===== src/rtl/seq_pkg.sv =====
// seq_pkg
// Shared definitions for the control sequencer: state encoding and the
// default write/request-enable mask matching the decoder's control-word
// bit order (low byte carries register/memory write and bus request enables).
package seq_pkg;

    typedef enum logic [1:0] {
        RUN  = 2'd0,
        WAIT = 2'd1,
        HALT = 2'd2,
        IRQ  = 2'd3
    } seq_state_t;

    localparam logic [21:0] SEQ_WE_MASK_DEFAULT = 22'h0000FF;

endpackage


===== src/rtl/seq_wait_timer.sv =====
// seq_wait_timer
// Counts consecutive memory wait cycles and flags the cycle on which the
// count reaches WAIT_TIMEOUT. WAIT_TIMEOUT = 0 never times out.
// Ports:
//   clk, rst_n  clock, async active-low reset
//   i_clear     restart count (entering a wait)
//   i_count     one more wait cycle elapses this clock
//   o_timeout   this wait cycle reaches the limit (combinational)
module seq_wait_timer #(
    parameter int unsigned WAIT_TIMEOUT = 15
) (
    input  logic clk,
    input  logic rst_n,
    input  logic i_clear,
    input  logic i_count,
    output logic o_timeout
);

    localparam int unsigned CW = (WAIT_TIMEOUT < 2) ? 1 : $clog2(WAIT_TIMEOUT + 1);

    logic [CW-1:0] r_cnt;
    logic [CW-1:0] w_cnt_inc;

    assign w_cnt_inc = r_cnt + 1'b1;
    assign o_timeout = (WAIT_TIMEOUT != 0) && i_count && (w_cnt_inc == CW'(WAIT_TIMEOUT));

    always_ff @(posedge clk or negedge rst_n) begin
        if (!rst_n) begin
            r_cnt <= '0;
        end else if (i_clear) begin
            r_cnt <= '0;
        end else if (i_count) begin
            r_cnt <= w_cnt_inc;
        end
    end

endmodule


===== src/rtl/ctrl_sequencer.sv =====
// ctrl_sequencer
// Owns the multicycle step counter and gates the decoder's control word
// against memory wait-states, halt and global enable.
// Optional macro SEQ_IRQ_EN adds interrupt entry (IRQ state, pending latch).
// Ports:
//   clk, rst_n        clock, async active-low reset
//   ena               global enable; low freezes all state, masks writes
//   ctrl_i / ctrl_o   raw / gated control word
//   step_done_i       current step is the last of the instruction
//   mem_req_i         current step accesses memory
//   mem_ready_i       memory completes the access this cycle
//   halt_req_i        halt at the next instruction boundary
//   step_o            current step to decoder
//   stall_o           write enables suppressed this cycle
//   halted_o          in HALT
//   bus_err_o         sticky wait timeout
//   seq_err_o         sticky step overflow
//   irq_i, irq_active_o, irq_ack_o   (SEQ_IRQ_EN only)
//
// state | meaning
// RUN   | stepping through an instruction
// WAIT  | step held until memory ready or timeout
// HALT  | parked at step 0, writes masked, until halt_req_i drops
// IRQ   | decoder running the interrupt entry microsequence
module ctrl_sequencer
    import seq_pkg::*;
#(
    parameter int unsigned              STEP_WIDTH    = 3,
    parameter int unsigned              CONTROL_WIDTH = 22,
    parameter logic [CONTROL_WIDTH-1:0] WE_MASK       = CONTROL_WIDTH'(SEQ_WE_MASK_DEFAULT),
    parameter int unsigned              WAIT_TIMEOUT  = 15
) (
    input  logic                     clk,
    input  logic                     rst_n,
    input  logic                     ena,
    input  logic [CONTROL_WIDTH-1:0] ctrl_i,
    input  logic                     step_done_i,
    input  logic                     mem_req_i,
    input  logic                     mem_ready_i,
    input  logic                     halt_req_i,
`ifdef SEQ_IRQ_EN
    input  logic                     irq_i,
    output logic                     irq_active_o,
    output logic                     irq_ack_o,
`endif
    output logic [STEP_WIDTH-1:0]    step_o,
    output logic [CONTROL_WIDTH-1:0] ctrl_o,
    output logic                     stall_o,
    output logic                     halted_o,
    output logic                     bus_err_o,
    output logic                     seq_err_o
);

    seq_state_t            r_state, w_state_nxt;
    logic [STEP_WIDTH-1:0] r_step, w_step_nxt;
    logic                  r_bus_err, w_bus_err_nxt;
    logic                  r_seq_err, w_seq_err_nxt;
    logic                  w_mem_stall;
    logic                  w_stall;
    logic                  w_timer_clear;
    logic                  w_timer_count;
    logic                  w_timeout;

    assign w_mem_stall = mem_req_i & ~mem_ready_i;
    // Reset is folded into the mask so nothing is written while rst_n is low,
    // even though the registers already read back as RUN/step 0.
    assign w_stall = ~rst_n | ~ena | (r_state == HALT) | w_mem_stall;

    assign w_timer_clear = ena & w_mem_stall & (r_state != WAIT) & (r_state != HALT);
    assign w_timer_count = ena & w_mem_stall & (r_state == WAIT);

    seq_wait_timer #(
        .WAIT_TIMEOUT(WAIT_TIMEOUT)
    ) u_wait_timer (
        .clk      (clk),
        .rst_n    (rst_n),
        .i_clear  (w_timer_clear),
        .i_count  (w_timer_count),
        .o_timeout(w_timeout)
    );

`ifdef SEQ_IRQ_EN
    // r_irq_ctx stays set through waits so WAIT knows to return to IRQ.
    logic r_irq_ctx, w_irq_ctx_nxt;
    logic r_pend, w_pend_nxt;
    logic w_ack;
`endif

    always_comb begin
        w_state_nxt   = r_state;
        w_step_nxt    = r_step;
        w_bus_err_nxt = r_bus_err;
        w_seq_err_nxt = r_seq_err;
`ifdef SEQ_IRQ_EN
        w_irq_ctx_nxt = r_irq_ctx;
        w_pend_nxt    = r_pend;
        w_ack         = 1'b0;
`endif
        if (ena) begin
`ifdef SEQ_IRQ_EN
            if (irq_i && !r_irq_ctx) begin
                w_pend_nxt = 1'b1;
            end
`endif
            case (r_state)
                HALT: begin
                    if (!halt_req_i) begin
                        w_state_nxt = RUN;
                    end
                end
                default: begin
                    if (w_timeout) begin
                        w_bus_err_nxt = 1'b1;
                        w_step_nxt    = '0;
                        w_state_nxt   = RUN;
`ifdef SEQ_IRQ_EN
                        w_irq_ctx_nxt = 1'b0;
`endif
                    end else if (w_mem_stall) begin
                        w_state_nxt = WAIT;
                    end else begin
                        w_state_nxt = RUN;
`ifdef SEQ_IRQ_EN
                        if (r_irq_ctx) begin
                            w_state_nxt = IRQ;
                        end
`endif
                        if (step_done_i) begin
                            w_step_nxt = '0;
`ifdef SEQ_IRQ_EN
                            if (r_irq_ctx) begin
                                w_ack         = 1'b1;
                                w_pend_nxt    = 1'b0;
                                w_irq_ctx_nxt = 1'b0;
                                w_state_nxt   = RUN;
                            end else if (halt_req_i) begin
                                w_state_nxt = HALT;
                            end else if (r_pend) begin
                                w_irq_ctx_nxt = 1'b1;
                                w_state_nxt   = IRQ;
                            end
`else
                            if (halt_req_i) begin
                                w_state_nxt = HALT;
                            end
`endif
                        end else if (r_step == '1) begin
                            w_seq_err_nxt = 1'b1;
                            w_step_nxt    = '0;
                        end else begin
                            w_step_nxt = r_step + 1'b1;
                        end
                    end
                end
            endcase
        end
    end

    always_ff @(posedge clk or negedge rst_n) begin
        if (!rst_n) begin
            r_state   <= RUN;
            r_step    <= '0;
            r_bus_err <= 1'b0;
            r_seq_err <= 1'b0;
`ifdef SEQ_IRQ_EN
            r_irq_ctx <= 1'b0;
            r_pend    <= 1'b0;
`endif
        end else begin
            r_state   <= w_state_nxt;
            r_step    <= w_step_nxt;
            r_bus_err <= w_bus_err_nxt;
            r_seq_err <= w_seq_err_nxt;
`ifdef SEQ_IRQ_EN
            r_irq_ctx <= w_irq_ctx_nxt;
            r_pend    <= w_pend_nxt;
`endif
        end
    end

    assign step_o    = r_step;
    assign ctrl_o    = w_stall ? (ctrl_i & ~WE_MASK) : ctrl_i;
    assign stall_o   = w_stall;
    assign halted_o  = (r_state == HALT);
    assign bus_err_o = r_bus_err;
    assign seq_err_o = r_seq_err;
`ifdef SEQ_IRQ_EN
    assign irq_active_o = r_irq_ctx;
    assign irq_ack_o    = w_ack;
`endif

endmodule

===== config.mk =====
export PLATFORM = sky130hd
export DESIGN_NAME = ctrl_sequencer
export DESIGN_NICKNAME = d
export VERILOG_FILES = /design/src/rtl/seq_pkg.sv /design/src/rtl/seq_wait_timer.sv /design/src/rtl/ctrl_sequencer.sv
export SDC_FILE = /design/constraint.sdc
export NUM_CORES = 1
export LEC_CHECK = 0
export CAP_MARGIN = 10
export CORE_ASPECT_RATIO = 0.8
export CORE_MARGIN = 2
export CORE_UTILIZATION = 50
export DETAILED_ROUTE_END_ITERATION = 10
export DONT_BUFFER_PORTS = 1
export HOLD_SLACK_MARGIN = 0.03
export MAX_ROUTING_LAYER = met4
export PLACE_DENSITY = 0.74
export SLEW_MARGIN = 20
export SYNTH_ARGS = -nofsm -noshare
export SYNTH_HDL_FRONTEND = slang
export SYNTH_HIERARCHICAL = 1
export SYNTH_SLANG_ARGS = --single-unit

===== constraint.sdc =====
create_clock -name clk -period 2.3 [get_ports clk]
set_clock_uncertainty 0.1 [all_clocks]
set_input_delay 0 -clock clk [delete_from_list [all_inputs] [get_ports clk]]
set_output_delay 0 -clock clk [all_outputs]
set_load 0.02 [all_outputs]

==> results of run 1 <==
metrics by stage:
| stage | instance area [um^2] | setup slack [ns] | instances | power (W) |
|---|---|---|---|---|
| 2_1_floorplan | 822 | 0.206 | 87 | 0.000480 |
| 3_3_place_gp | 736 | 0.420 | 94 | 0.000470 |
| 3_5_place_dp | 736 | 0.342 | 94 | 0.000481 |
| 4_1_cts | 982 | 0.316 | 120 | 0.000673 |
| 5_1_grt | 982 | 0.161 | 120 | 0.000715 |
| 6_report | 982 | 0.261 | 120 | 0.000666 |
worst min-delay path by stage:
stage	depth (start not counted)	slack, ns	to	startpoint
2_1_floorplan	0	-0.40	bus_err_o$_DFFE_PN0P_	rst_n
3_3_place_gp	0	-0.40	step_o[2]$_DFFE_PN0P_	rst_n
3_5_place_dp	0	-0.40	step_o[2]$_DFFE_PN0P_	rst_n
4_1_cts	1	0.08	ctrl_o[5]	ctrl_i[5]
5_1_grt	1	0.09	ctrl_o[0]	ctrl_i[0]
6_report	1	0.08	ctrl_o[7]	ctrl_i[7]
registers in the layout, summed over array words and instances, names as in the netlist:
signal and flops:
step_o 3, bus_err_o 1, r_state 2, u_wait_timer/r_cnt 4, seq_err_o 1
cell families after synthesis:
logic type,Yosys count
flops,11
xor+xnor,4
fa+ha+maj,4
compound gates,8
mux,4
buf+inv,23
simple gates,33
per-layer routing:
layer | GRT usage [%] | vias up | wire [um]
met5 | - | - | 0
li1 | - | 294 | -
met1 | 18.7 | 289 | 637
met2 | 29.4 | 45 | 835
met3 | 7.46 | 3 | 180
met4 | 4.29 | 0 | 11
power by group through the flow:
stage	Sequential (W)	Clock (W)	Combinational, W
2_1_floorplan	0.000319	0	0.000161
3_3_place_gp	0.000331	0	0.000139
3_5_place_dp	0.000333	0	0.000148
4_1_cts	0.000330	0.000141	0.000202
5_1_grt	0.000339	0.000146	0.000229
6_report	0.000330	0.000136	0.000199
cell usage after synthesis (all sizes together):
cell type	n
a21o	1
a41o	1
and2	9
and3	1
and4	1
buf	16
dfrtp	11
ha	4
inv	7
mux2	1
mux2i	3
nand2	5
nand2b	2
nand4	2
nand4b	2
nor2	5
nor2b	4
nor3	1
nor4	1
o211ai	1
o21a	1
o21ai	3
o2bb2ai	1
xnor2	1
xor2	3
area by class of cell:
class	count	area [um^2]
Multi-Input combinational cell	53	399
Clock buffer	4	26.3
Fill cell	128	596
Inverter	7	26.3
Tap cell	22	27.5
Timing Repair Buffer	23	228
Sequential cell	11	275
==> qor.csv, run 1 <==
stage,metric,value,unit
worst_setup_path,reg2reg_depth,7,
synthesis,yosys.area_share.xor_xnor,4.26,%
global_routing,grt_use_total,17.0,%
global_routing,first_global_vias,493,
layout,fin_nets,132,
synthesis,synth_top_family_by_area,simple AND/OR/NAND/NOR gates,
pwr,comb_power_share,30.0,%
clock_network,cts_sinks,11,
sta,slew_violations,0,
pwr,power.density,678,mW/mm^2
route,route.vias.total,631,
die,fp.dieH,40.3,um
worst_setup_path,crit_path_start,ena,
clock_network,post-cts-setup-buffers,0,
pwr,power_leakage,0.475,nW
worst_setup_path,r2r_slack,0.27,ns
layout,final_common_cell,dlygate4sd3_1,
synthesis,syn-num-nets,120,
synthesis,synth_cell_types,27,
flow_run,drv_cap,0,
sta,maxSlewHeadroom,66.9,%
clock_network,ctsRootBufferMaster,clkbuf_4,
worst_setup_path,crit-reg2reg-launch,r_state[1]$_DFFE_PN0P_,
route,drc,0,
worst_setup_path,worst_ep_required_time,2.37,ns
pwr,power.switching,0.000264,W
global_routing,grt_max_degree,12,
synthesis,synthSimpleGateAreaFrac,24.7,%
route,drt-pass1-iter-count,4,
clock_network,htreeDepth,1,
worst_setup_path,cp_data_arrival_time,2.11,ns
sta,tns,0,ns
clock_network,clkTransAtPathRegs,0.07,ns
route,ant_nets,0,
sta,post-route-min-period,2.04,ns
hold_path,min-delay-path-class,in -> out,
sta,hold_viol,0,
synthesis,ys_ff_latch,11,
synthesis,netlist_top_cells_area,"dfrtp_1 33%, buf_4 13%, and2_1 6.8%",
layout,diodes,0,
clock_network,cts_resized,0,
clock_network,cts_tree,built,
global_routing,grt_pass1_wl,2.26,mm
worst_setup_path,critPathKind,in -> reg,
synthesis,syn_inst,87,
clock_network,clock_path_buffers,2,
synthesis,synth_seq_area_share,33.5,%
die,die_w,49.3,um
sta,min_period_over_period,88.6,%
clock_network,hold_buffers,22,
worst_setup_path,path_delay_family,buffers and inverters,
worst_setup_path,slowest_stage,dlygate4sd3_1,
sta,clock.fmax,490,MHz
global_routing,overflow,0,
synthesis,synthMuxAreaShare,5.02,%
die,start_util,52.1,%
die,dieArea,0.00199,mm^2
synthesis,synth_top_area_share,33.5,%
pwr,internal-power,0.000402,W
sta,hold_ws,0.0841,ns
worst_setup_path,crit_buf_inv,2,
clock_network,clk_latency,0.28,ns
pwr,vdd_drop_max,0.502,mV
synthesis,synthAdderAreaFrac,6.09,%
die,io_pins,58,
layout,most-common-layout-cells,"22 x dlygate4sd3_1, 11 x dfrtp_1, 9 x and2_1, 7 x inv_1",
synthesis,synth_area_leader_cell,dfrtp_1,
route,avgViaCountPerCell,5.26,
layout,areaGrowthSynthToFinish,19.5,%
die,core_area,0.00158,mm^2
synthesis,syn_avg_cell_area,9.45,um^2
layout,final_util,62.3,%
pwr,pwr-share-seq,49.6,%
synthesis,synth-compound-area-share,8.52,%
route,wirelength,1.66,mm
run_status,status,completed,
sta,rsz0062_at_grt,no,
worst_setup_path,endpoint,step_o[0]$_DFFE_PN0P_,
synthesis,yosysWarnings,6,
clock_network,cts-buffers-inserted,3,
route,avgRoutedWirePerCell,13.9,um
pwr,clock_power_share,20.5,%
sta,setup_viol,0,
placed_design,hpwl,1.10,mm
global_routing,antenna_found_initial,0,
layout,drive_above_1_share,8.16,%
sta,max_slew.worst_pin.slew,0.495,ns
placed_design,gp_routability_congestion,0.908,
worst_setup_path,cp-start-kind,input port,
pwr,p_sw_share,39.6,%
synthesis,syn-cell-area,822,um^2
worst_setup_path,endpoint_kind,flop,
route,drt_iter0_markers,4,
worst_setup_path,cp.depth,8,
worst_setup_path,critical_path.max_fanout,7,
worst_setup_path,r2r-end,step_o[0]$_DFFE_PN0P_,
placed_design,port_buffers,0,
worst_setup_path,path_cells,dlygate4sd3_1 > nor2b_1 > and3_1 > nand4b_1 > o21ai_0 > buf_4 > o211ai_4 > mux2_2,
die,rows,13,
worst_setup_path,cpPeakStageDelay,0.69,ns
Note: power is estimated with default switching activity, not from simulation.
==> run 2, diff against run 1 <==
BUFFER_PORTS_ARGS = -buffer_cell sky130_fd_sc_hd__buf_4   (was not set)
CORE_UTILIZATION = 40   (was 50)
DONT_BUFFER_PORTS = not set   (was 1)
PLACE_DENSITY = 0.87   (was 0.74)
==> qor.csv, run 2 (synthesis results as in run 1) <==
stage,metric,value,unit
die,die_w,54.7,um
placed_design,port_buffers,29,
route,avgViaCountPerCell,5.03,
hold_path,min-delay-path-class,in -> reg,
placed_design,dp_worst_setup_slack,0.366,ns
sta,setup_slack,0.286,ns
sta,setup_viol,0,
die,start_util,43.1,%
clock_network,post-cts-setup-buffers,0,
die,core_area,0.00191,mm^2
worst_setup_path,endpoint_kind,flop,
sta,max_slew.worst_pin.slew,0.491,ns
layout,final_util,62.0,%
worst_setup_path,r2r-end,step_o[0]$_DFFE_PN0P_,
placed_design,gp_routability_congestion,0.885,
clock_network,cts-buffers-inserted,3,
layout,diodes,0,
clock_network,clkTransAtPathRegs,0.08,ns
worst_setup_path,crit-reg2reg-launch,r_state[1]$_DFFE_PN0P_,
worst_setup_path,worst_ep_required_time,2.36,ns
layout,fin_nets,159,
sta,min_period_over_period,87.6,%
worst_setup_path,r2r_slack,0.30,ns
sta,hold_viol,0,
die,dieArea,0.00244,mm^2
sta,tns,0,ns
die,fp.dieH,44.5,um
worst_setup_path,reg2reg_depth,7,
clock_network,cts_sinks,11,
route,route.vias.total,750,
clock_network,hold_buffers,20,
global_routing,antenna_found_initial,0,
route,drt_iter0_markers,41,
die,io_pins,58,
pwr,power.density,621,mW/mm^2
layout,largest_reg_flops,4,
route,wirelength,1.98,mm
worst_setup_path,cp_data_arrival_time,2.07,ns
hold_path,worstHoldPathCells,3,
pwr,power_leakage,0.617,nW
worst_setup_path,cp-start-kind,input port,
global_routing,grt_use_total,18.3,%
worst_setup_path,critPathKind,in -> reg,
global_routing,grt_pass1_wl,3.02,mm
clock_network,clk_latency,0.27,ns
clock_network,clock_path_buffers,2,
sta,clock.fmax,496,MHz
layout,drive_above_1_share,30.4,%
flow_run,drv_cap,0,
clock_network,htreeDepth,1,
hold_path,whs_endpoint,seq_err_o$_DFFE_PN0P_,
global_routing,grt_max_degree,12,
sta,maxSlewHeadroom,67.2,%
route,drt-pass1-iter-count,5,
layout,most-common-layout-cells,"30 x buf_4, 20 x dlygate4sd3_1, 11 x dfrtp_1, 9 x and2_1, 7 x inv_1",
layout,top_register,u_wait_timer/r_cnt,
layout,areaGrowthSynthToFinish,44.0,%
run_status,status,completed,
layout,fillers,147,
hold_path,hp-start,mem_req_i,
sta,slew_violations,0,
sta,post-route-min-period,2.01,ns
clock_network,cts_resized,0,
clock_network,cts_tree,built,
route,ant_nets,0,
die,rows,14,
route,avgRoutedWirePerCell,13.3,um
worst_setup_path,critical_path.max_fanout,8,
sta,hold_ws,0.0381,ns
clock_network,ctsRootBufferMaster,clkbuf_4,
layout,final_common_cell,buf_4,
global_routing,first_global_vias,714,
global_routing,overflow,0,
route,drc,0,
pwr,vdd_drop_max,0.425,mV
sta,rsz0062_at_grt,no,
-- run 2: how the worst max path moves through the flow --
stage,cells past startpoint,from,endpoint
final,9,ena,step_o[0]$_DFFE_PN0P_
after global routing,7,r_state[1]$_DFFE_PN0P_,step_o[0]$_DFFE_PN0P_
after CTS,9,ena,step_o[0]$_DFFE_PN0P_
after detailed placement,7,r_state[1]$_DFFE_PN0P_,step_o[0]$_DFFE_PN0P_
after global placement,7,r_state[1]$_DFFE_PN0P_,step_o[0]$_DFFE_PN0P_
after floorplan,7,r_state[1]$_DFFE_PN0P_,step_o[0]$_DFFE_PN0P_
-- run 2: critical path, cell delays in order --
cell           delay, ns
dlygate4sd3_1       0.54
buf_4               0.17
nor2b_1             0.14
and3_1              0.26
nand4b_1            0.13
o21ai_0             0.08
buf_4               0.17
o211ai_4            0.22
mux2_2              0.36
-- run 2: per-layer routing --
| layer | share of wire [%] | routed length [um] | global-route usage (%) |
|---|---|---|---|
| met5 | 0 | 0 | - |
| met4 | 0.61 | 12 | 7.50 |
| met3 | 12 | 230 | 2.36 |
| met2 | 49 | 967 | 31.7 |
| met1 | 39 | 770 | 21.0 |
-- run 2: metrics by stage --
| stage | std cells | instance area (um^2) | total power, W |
|---|---|---|---|
| floorplan | 87 | 822 | 0.000480 |
| global placement | 125 | 956 | 0.000546 |
| detailed placement | 125 | 956 | 0.000557 |
| CTS | 149 | 1180 | 0.000737 |
| global route | 149 | 1180 | 0.000798 |
| finish | 149 | 1180 | 0.000735 |
-- run 2: area by class of cell --
| cell class | instances | area (um^2) | share of cell area [%] |
|---|---|---|---|
| timing repair buffer | 50 | 425 | 35.9 |
| multi-input combinational | 53 | 399 | 33.7 |
| sequential | 11 | 275 | 23.3 |
| tap | 24 | 30.0 | 2.54 |
| inverter | 7 | 26.3 | 2.22 |
| clock buffer | 3 | 22.5 | 1.90 |
| clock inverter | 1 | 5.00 | 0.423 |
-- run 2: power by group --
group          switching [W]  leakage [nW]  internal, W  total, W
sequential         0.0000549         0.146     0.000240  0.000295
clock              0.0000680        0.0177    0.0000644  0.000132
combinational       0.000158         0.453     0.000150  0.000308
